File: src/rtl/stream_select_mux_pkg.sv
// Shared definitions for the stream select multiplexer family:
// mode encoding, default geometry and a width helper.
package stream_select_mux_pkg;

    typedef enum logic {
        MODE_FIXED = 1'b0,
        MODE_RR    = 1'b1
    } mode_e;

    localparam int unsigned DEFAULT_WIDTH  = 8;
    localparam int unsigned DEFAULT_NUM_IN = 8;

    function automatic int unsigned clog2(input int unsigned n);
        int unsigned r;
        r = 0;
        for (int unsigned i = 0; i < 32; i++) begin
            if ((32'd1 << i) < n) r = i + 1;
        end
        return r;
    endfunction

endpackage

File: src/rtl/stream_select_mux_rr_priority_pick.sv
// Combinational round-robin pick: first set request at or after ptr_i,
// wrapping modulo N.
module rr_priority_pick
    import stream_select_mux_pkg::*;
#(
    parameter int unsigned N     = DEFAULT_NUM_IN,
    parameter int unsigned IDX_W = clog2(N)
) (
    input  logic [N-1:0]     req_i,
    input  logic [IDX_W-1:0] ptr_i,
    output logic [IDX_W-1:0] grant_o,
    output logic             found_o
);

    logic [2*N-1:0] dbl;
    logic [N-1:0]   rot;
    logic [IDX_W:0] ptr_ext;
    logic [IDX_W:0] off;
    logic [IDX_W:0] sum;

    always_comb begin
        ptr_ext = {1'b0, ptr_i};
        dbl     = {req_i, req_i};
        // rotate so bit 0 is the requester at the pointer position
        rot     = N'(dbl >> ptr_ext);
        found_o = 1'b0;
        off     = '0;
        for (int unsigned i = 0; i < N; i++) begin
            if (!found_o && rot[i[IDX_W-1:0]]) begin
                found_o = 1'b1;
                off     = (IDX_W+1)'(i);
            end
        end
        sum = ptr_ext + off;
        if (sum >= (IDX_W+1)'(N)) sum = sum - (IDX_W+1)'(N);
        grant_o = sum[IDX_W-1:0];
    end

endmodule

File: src/rtl/stream_select_mux.sv
// N-channel valid/ready stream mux with registered output, fixed or round-robin.
// Optional OUT_PAR port enabled by STREAM_SELECT_MUX_PARITY_EN.
module stream_select_mux
    import stream_select_mux_pkg::*;
#(
    parameter int unsigned WIDTH  = DEFAULT_WIDTH,
    parameter int unsigned NUM_IN = DEFAULT_NUM_IN,
    parameter int unsigned SEL_W  = clog2(NUM_IN)
) (
    input  logic                    CLK,
    input  logic                    RESET,
    input  logic [NUM_IN*WIDTH-1:0] IN_DATA,
    input  logic [NUM_IN-1:0]       IN_VALID,
    output logic [NUM_IN-1:0]       IN_READY,
    input  logic                    MODE,
    input  logic [SEL_W-1:0]        SELECT,
    output logic [WIDTH-1:0]        OUT,
    output logic                    OUT_VALID,
    input  logic                    OUT_READY,
    output logic [SEL_W-1:0]        OUT_SEL
`ifdef STREAM_SELECT_MUX_PARITY_EN
    ,
    output logic                    OUT_PAR
`endif
);

    logic [WIDTH-1:0]  out_q, out_d;
    logic              out_valid_q, out_valid_d;
    logic [SEL_W-1:0]  out_sel_q, out_sel_d;
    logic [SEL_W-1:0]  ptr_q, ptr_d;
    logic              out_par_q, out_par_d;

    logic              ld;
    logic              mode_rr;
    logic              fix_found;
    logic              rr_found;
    logic [SEL_W-1:0]  rr_grant;
    logic              found;
    logic [SEL_W-1:0]  grant;
    logic              xfer;
    logic [WIDTH-1:0]  data_sel;
    logic [NUM_IN-1:0] in_ready_c;

    rr_priority_pick #(
        .N     (NUM_IN),
        .IDX_W (SEL_W)
    ) u_pick (
        .req_i   (IN_VALID),
        .ptr_i   (ptr_q),
        .grant_o (rr_grant),
        .found_o (rr_found)
    );

    always_comb begin
        ld      = ~out_valid_q | OUT_READY;
        mode_rr = (mode_e'(MODE) == MODE_RR);

        // fixed mode looks only at the selected channel's valid
        fix_found = 1'b0;
        if ({1'b0, SELECT} < (SEL_W+1)'(NUM_IN)) fix_found = IN_VALID[SELECT];

        grant = mode_rr ? rr_grant : SELECT;
        found = mode_rr ? rr_found : fix_found;
        xfer  = found & ld;

        data_sel   = '0;
        in_ready_c = '0;
        for (int unsigned k = 0; k < NUM_IN; k++) begin
            if (k[SEL_W-1:0] == grant) begin
                data_sel                 = IN_DATA[k*WIDTH +: WIDTH];
                in_ready_c[k[SEL_W-1:0]] = xfer;
            end
        end
        IN_READY = RESET ? '0 : in_ready_c;

        out_d       = out_q;
        out_sel_d   = out_sel_q;
        out_valid_d = out_valid_q;
        out_par_d   = out_par_q;
        ptr_d       = ptr_q;
        if (ld) begin
            out_valid_d = found;
            if (found) begin
                out_d     = data_sel;
                out_sel_d = grant;
                out_par_d = ^data_sel;
                if (mode_rr) begin
                    ptr_d = (grant == SEL_W'(NUM_IN - 1)) ? '0 : grant + 1'b1;
                end
            end
        end
    end

    always_ff @(posedge CLK or posedge RESET) begin
        if (RESET) begin
            out_q       <= '0;
            out_valid_q <= 1'b0;
            out_sel_q   <= '0;
            out_par_q   <= 1'b0;
            ptr_q       <= '0;
        end else begin
            out_q       <= out_d;
            out_valid_q <= out_valid_d;
            out_sel_q   <= out_sel_d;
            out_par_q   <= out_par_d;
            ptr_q       <= ptr_d;
        end
    end

    assign OUT       = out_q;
    assign OUT_VALID = out_valid_q;
    assign OUT_SEL   = out_sel_q;
`ifdef STREAM_SELECT_MUX_PARITY_EN
    assign OUT_PAR   = out_par_q;
`else
    logic unused_par;
    assign unused_par = out_par_q;
`endif

endmodule

File: config.mk
export PLATFORM = sky130hd
export DESIGN_NAME = stream_select_mux
export DESIGN_NICKNAME = d
export VERILOG_FILES = /design/src/rtl/stream_select_mux_pkg.sv /design/src/rtl/stream_select_mux_rr_priority_pick.sv /design/src/rtl/stream_select_mux.sv
export SDC_FILE = /design/constraint.sdc
export NUM_CORES = 1
export LEC_CHECK = 0
export CAP_MARGIN = 40
export CELL_PAD_IN_SITES_DETAIL_PLACEMENT = 1
export CELL_PAD_IN_SITES_GLOBAL_PLACEMENT = 1
export CORE_MARGIN = 1.5
export CORE_UTILIZATION = 30
export DETAILED_ROUTE_END_ITERATION = 6
export PLACE_DENSITY_LB_ADDON = 0.1
export SETUP_SLACK_MARGIN = 0.15
export SLEW_MARGIN = 20
export SYNTH_ARGS = -nofsm -noshare
export SYNTH_HDL_FRONTEND = slang
export SYNTH_SLANG_ARGS = --single-unit
File: constraint.sdc
create_clock -name CLK -period 10.45 [get_ports CLK]
set_input_delay 2.09 -clock CLK [delete_from_list [all_inputs] [get_ports CLK]]
set_output_delay 2.09 -clock CLK [all_outputs]
set_load 0.01 [all_outputs]
# --- Yosys cells after proc, flatten, opt, wreduce, memory -nomap -nowiden ---
# Cells that the tools add are included.
word_totals:
  reg_bits: 15
  in_bits: 79
  output_inout_bits: 20
  elab_cells: 76
op_classes:
  addsub: 3
  n_lt_le_gt_ge: 2
  eq_ne: 8
  shifts: 1
  n_mux: 38
  bitwise_logic: 3
  n_reduce_logical: 17
ops:
  columns: ["operator", "count"]
  rows:
  - ["8-bit 2-to-1 mux", 9]
  - ["3-bit 2-to-1 mux", 7]
  - ["1-bit 2-to-1 mux", 19]
  - ["16-bit by 3-bit >> shifter with 8-bit output", 1]
  - ["3-bit equality test, first input constant", 4]
  - ["1-bit logical AND", 7]
  - ["1-bit logical NOT", 7]
  - ["2-bit by 3-bit equality test with 1-bit output, first input constant", 2]
  - ["3-bit by 3-bit adder with 4-bit output", 1]
  - ["4-bit greater-or-equal comparator, second input constant", 1]
  - ["3-bit by 4-bit less-than comparator with 1-bit output, second input constant", 1]
  - ["2-bit 2-to-1 mux", 2]
  - ["3-bit by 1-bit adder with 3-bit output, second input constant", 1]
  - ["1-bit binary-select mux with 3-bit select", 1]
  - ["1-bit by 3-bit equality test with 1-bit output, first input constant", 1]
  - ["3-bit equality test, second input constant", 1]
  - ["3-bit logical NOT", 1]
  - ["3-bit AND reduction", 1]
  - ["3-bit by 1-bit subtractor with 3-bit output, second input constant", 1]
  - ["2-bit AND reduction", 1]
  - ["1-bit bitwise AND", 1]
  - ["1-bit inverter", 1]
  - ["1-bit OR", 1]

# --- Depth between registers and ports, before layout ---
depth:
  word_depth: 36
  depth_mapped: 24
  depth_no_buf: 18

# --- Modules after synthesis ---
# A second synthesis with hierarchy kept.
unflattened:
  cells_unflattened: 280
  area_unflattened_um2: 2304.7
modules_own_cells:
  columns: ["mod", "instances", "cells_per_inst", "area_each_um2", "seq_area_each_um2"]
  rows:
  - ["stream_select_mux", 1, 201, 1671.6, 375.4]
  - ["rr_priority_pick", 1, 79, 633.1, 0.0]

# --- Least setup slack after synthesis ---
# OpenSTA, ideal clock, no wires.
synth_timing:
  kind: "input to output"
  startpoint: "in IN_VALID[5]"
  endpoint: "out IN_READY[3]"
  arrival_time_ns: 5.494
  required_ns: 8.360
  path_slack_ns: 2.866
  cell_stages: 18
  path_buffers: 5
  path_cell_list: "mux4_2 > mux2_2 > o21ai_0 > a32o_1 > ha_1 > inv_1 > fa_1 > xor2_1 > nor2_1 > and4_4 > buf_6 > or3_1 > buf_4 > buf_6 > ha_1 > buf_1 > clkbuf_1 > and3_1"
synth_between:
  elab_chain_cells: 30
synth_lines:
  columns: ["item", "line", "rtl"]
  rows:
  - ["from (decl)", "stream_select_mux.sv:13", "input logic [NUM_IN-1:0] IN_VALID,"]
  - ["16-bit by 3-bit >> shifter with 8-bit output", "stream_select_mux_rr_priority_pick.sv:25", "rot = N'(dbl >> ptr_ext);"]
  - ["1-bit 2-to-1 mux", "stream_select_mux_rr_priority_pick.sv:29", "if (!found_o && rot[i[IDX_W-1:0]]) begin"]
  - ["1-bit logical NOT", "stream_select_mux_rr_priority_pick.sv:29", null]
  - ["1-bit logical AND", "stream_select_mux_rr_priority_pick.sv:29", null]
  - ["1-bit 2-to-1 mux", "stream_select_mux_rr_priority_pick.sv:29", null]
  - ["1-bit logical NOT", "stream_select_mux_rr_priority_pick.sv:29", null]
  - ["1-bit logical AND", "stream_select_mux_rr_priority_pick.sv:29", null]
  - ["1-bit 2-to-1 mux", "stream_select_mux_rr_priority_pick.sv:29", null]
  - ["[14 not listed]", null, null]
  - ["3-bit 2-to-1 mux", "stream_select_mux_rr_priority_pick.sv:29", null]
  - ["3-bit by 3-bit adder with 4-bit output", "stream_select_mux_rr_priority_pick.sv:34", "sum = ptr_ext + off;"]
  - ["4-bit greater-or-equal comparator / 3-bit by 1-bit subtractor with 3-bit output (equally long branches)", "stream_select_mux_rr_priority_pick.sv:35", "if (sum >= (IDX_W+1)'(N)) sum = sum - (IDX_W+1)'(N);"]
  - ["3-bit 2-to-1 mux", "stream_select_mux_rr_priority_pick.sv:35", null]
  - ["3-bit 2-to-1 mux", "stream_select_mux.sv:62", "grant = mode_rr ? rr_grant : SELECT;"]
  - ["2-bit by 3-bit equality test with 1-bit output", "stream_select_mux.sv:69", "if (k[SEL_W-1:0] == grant) begin"]
  - ["1-bit 2-to-1 mux (*)", "stream_select_mux.sv:69", null]
  - ["8-bit 2-to-1 mux (*)", "stream_select_mux.sv:74", "IN_READY = RESET ? '0 : in_ready_c;"]
  - ["to (decl)", "stream_select_mux.sv:14", "output logic [NUM_IN-1:0] IN_READY,"]
# Mark *: on every way between the ends. The rest lies on a longest branch, timed or not. The select of a mux whose other input is x is not followed.

# --- Worst setup path in the final report ---
layout_timing:
  startpoint: "in IN_VALID[3]"
  endpoint: "out IN_READY[7]"
layout_between:
  elab_chain_cells: 30
layout_lines:
  columns: ["item", "line"]
  rows:
  - ["16-bit by 3-bit >> shifter with 8-bit output", "stream_select_mux_rr_priority_pick.sv:25"]
  - ["1-bit 2-to-1 mux", "stream_select_mux_rr_priority_pick.sv:29"]
  - ["1-bit logical NOT", "stream_select_mux_rr_priority_pick.sv:29"]
  - ["1-bit logical AND", "stream_select_mux_rr_priority_pick.sv:29"]
  - ["1-bit 2-to-1 mux", "stream_select_mux_rr_priority_pick.sv:29"]
  - ["1-bit logical NOT", "stream_select_mux_rr_priority_pick.sv:29"]
  - ["1-bit logical AND", "stream_select_mux_rr_priority_pick.sv:29"]
  - ["1-bit 2-to-1 mux", "stream_select_mux_rr_priority_pick.sv:29"]
  - ["[14 not listed]", null]
  - ["3-bit 2-to-1 mux", "stream_select_mux_rr_priority_pick.sv:29"]
  - ["3-bit by 3-bit adder with 4-bit output", "stream_select_mux_rr_priority_pick.sv:34"]
  - ["4-bit greater-or-equal comparator / 3-bit by 1-bit subtractor with 3-bit output (equally long branches)", "stream_select_mux_rr_priority_pick.sv:35"]
  - ["3-bit 2-to-1 mux", "stream_select_mux_rr_priority_pick.sv:35"]
  - ["3-bit 2-to-1 mux", "stream_select_mux.sv:62"]
  - ["3-bit equality test", "stream_select_mux.sv:69"]
  - ["1-bit 2-to-1 mux (*)", "stream_select_mux.sv:69"]
  - ["8-bit 2-to-1 mux (*)", "stream_select_mux.sv:74"]
# Marks and branches as above.

==> reports/metrics.yaml <==
finish:
  layout_commonest_cell: "clkdlybuf4s50_1"
  drive_gt1_share_pct: 10.6
  final_cell_mix: "clkdlybuf4s50_1 (98), nand2_1 (25), inv_1 (19)"
  diodes: 0
  final_nets: 437
  area_delta_synth_final_pct: 47.5
clock_tree:
  numCtsBuffers: 3
  cts.sinks: 15
  cts.repair.resized: 0
  hold_buffers: 0
  cts_max_path_buffers: 2
  path_clk_slew_ns: 0.07
  cts_root_buf: "clkbuf_8"
  worstSkewPairLatency_ns: 0.25
  tritoncts: "built"
  htree_levels: 1
  post_cts_buffers: 0
global_route:
  grt_max_degree: 29
  globalRouteMet2Util_pct: 34.7
  grt-busiest-layer: "met2"
  use_met1_pct: 28.4
  grt.met3_usage_pct: 3.42
  grt.total_usage_pct: 20.4
  grt_pass1_vias: 2444
  grt_remaining_overflow: 0
  grt_first_pass_wirelength_um: 12400
  antenna_found_initial: 0
critical_path:
  r2r_setup_slack_ns: 4.91
  cp.required_ns: 8.36
  path_class: "input pin to output port"
  critPathMaxFanout: 14
  r2r-end: "OUT[2]$_DFFE_PP0P_"
  startpoint: "IN_VALID[3]"
  timing.rr.start: "ptr_q[1]$_DFFE_PP0P_"
  reg2reg_depth: 18
  critical_path_arrival_ns: 7.05
  endpoint_kind: "output port"
  start_kind: "input pin"
power_and_ir_drop:
  swShare_pct: 50.2
  p_per_area_nw_per_um2: 249
  seqPwrFrac_pct: 15.9
  comb_power_share_pct: 78.0
  power_w: 0.000814
  p_leak_nw: 1.27
  ir_drop_uv: 91.2
  intPower_w: 0.000406
  p_sw_w: 0.000408
  pwr-share-clk_pct: 6.1
min_path:
  hold_depth: 2
  hold_end: "OUT_SEL[0]$_DFFE_PP0P_"
  min_from: "OUT_SEL[0]$_DFFE_PP0P_"
  hold_path.class: "register to register"
routing:
  drt_iter0_drc: 164
  route.detailed.wl_per_inst_um: 17.7
  vias_per_cell: 5.34
  wl_um: 7920
  drc: 0
  vias: 2392
  ant_nets: 0
  drtPass1Iterations: 4
placement:
  dp_hpwl_um: 6450
  portBuffers: 98
  gp_congestion: 0.847
floorplanning:
  die-width_um: 89.0
  start_util_pct: 30.8
  rows: 31
  core_area_um2: 7210
  die-area_um2: 7920
  die_height_um: 89.0
  ios: 99
timing:
  rsz0062_at_grt: "no"
  slew_headroom_pct: 49.0
  final_max_slew_viol_count: 0
  tightest_slew_ns: 0.765
  period_share_pct: 87.4
  finClkSkew_ns: 0.00151
  fin_crit_ns: 9.14
  hold_viol_final: 0
  timing.fmax_ghz: 0.109
  setup-tns-final_ns: 0
  setup_viol: 0
yosys:
  yosysWarnings: 0
  synth.distinct_cells: 52
  avgSynthCellArea_um2: 8.28
  synthCells: 268
  ys_seq_area_share_pct: 16.9
  async_flop_share_pct: 100
  synth_fp_nets: 355
  ys_ff_latch: 15
  ys.flop_type: "dfrtp_1"
  synth-edff-count: 0
  netlist_area_um2: 2220
flow_run:
  drv_cap: 0
status:
  status: "complete, no violations"
==> power by group through the flow <==
stage          clock (W)  combinational (W)  sequential [W]
4_1_cts        0.0000517           0.000635        0.000131
6_report       0.0000496           0.000635        0.000130
3_3_place_gp           0           0.000613        0.000131
5_1_grt        0.0000542           0.000700        0.000137
3_5_place_dp           0           0.000633        0.000132
2_1_floorplan          0           0.000468        0.000108
==> cell usage after synthesis (3+ instances only) <==
master | instances | area, um2
a311oi_2 | 3 | 45.0
a221o_1 | 4 | 40.0
nor2_1 | 17 | 63.8
o21ai_0 | 12 | 60.1
or3_1 | 6 | 37.5
dfrtp_1 | 15 | 375
ha_1 | 7 | 87.6
nand3_1 | 6 | 30.0
o31ai_1 | 9 | 67.6
a21oi_1 | 16 | 80.1
nor4_1 | 4 | 25.0
and3_1 | 10 | 62.6
nand3b_1 | 4 | 30.0
nand2b_1 | 6 | 37.5
mux2i_2 | 3 | 41.3
clkbuf_1 | 14 | 52.6
nor2b_1 | 4 | 25.0
nand2_1 | 25 | 93.8
a221oi_1 | 7 | 61.3
mux2_2 | 6 | 67.6
buf_6 | 5 | 56.3
inv_1 | 19 | 71.3
a2111o_1 | 3 | 33.8
mux4_2 | 8 | 180
a31oi_1 | 5 | 31.3
nor3_1 | 6 | 30.0
mux2i_1 | 12 | 120
==> flip-flops by register name (all words and copies together) (netlist names) <==
register   flops
OUT            8
OUT_SEL        3
ptr_q          3
OUT_VALID      1
==> kinds of logic (layout without fill, tap and decap cells) <==
family | count (synthesis) | after routing | share of synthesized area [%]
xor+xnor | 2 | 2 | 0.789
simple gates | 94 | 94 | 22.5
compound gates | 75 | 75 | 26.8
flops | 15 | 15 | 16.9
fa+ha+maj | 8 | 8 | 4.85
mux | 29 | 29 | 18.4
buf+inv | 45 | 126 | 9.75
==> how the worst max path moves through the flow <==
stage | to
after floorplan | IN_READY[3]
after global placement | IN_READY[7]
after detailed placement | IN_READY[7]
after CTS | IN_READY[7]
after global routing | IN_READY[7]
final | IN_READY[7]
==> metal layers <==
layer | part of all wire (%) | up-vias
met5 | 0 | -
li1 | - | 1173
met1 | 46 | 1146
met4 | 0.19 | 0
met2 | 48 | 71
met3 | 5.0 | 2
==> area by class of cell <==
type / count / area, um2
Multi-Input combinational cell: 208 / 1630
Timing Repair Buffer: 102 / 1030
Clock buffer: 3 / 41.3
Tap cell: 99 / 124
Fill cell: 898 / 3940
Sequential cell: 15 / 375
Clock inverter: 1 / 5.00
Inverter: 20 / 75.1
==> worst max-delay path: stages <==
cell and delay (ns):
clkdlybuf4s50_1 0.50, mux2i_1 0.40, o311ai_1 0.23, o32a_1 0.45, nor2_1 0.12, a32o_1 0.17, ha_1 0.14, inv_1 0.05
fa_1 0.37, xor2_1 0.16, nand2_1 0.16, a31oi_4 0.08, or3_1 0.43, inv_2 0.18, ha_1 0.46, inv_1 0.22
nor3_1 0.26, clkdlybuf4s50_1 0.57
==> stage by stage <==
step           instances  area, um2  setup WS (ns)  utilization [%]  hold slack, ns
5_1_grt              448       3270           1.02             45.4           0.504
6_report             448       3270           1.31             45.4           0.492
3_3_place_gp         442       3200           1.57             44.3           0.480
2_1_floorplan        268       2220           2.87                -           0.516
3_5_place_dp         443       3210           1.33             44.5           0.478
4_1_cts              447       3260           1.32             45.2           0.499
Note: power is estimated with default switching activity, not from simulation.
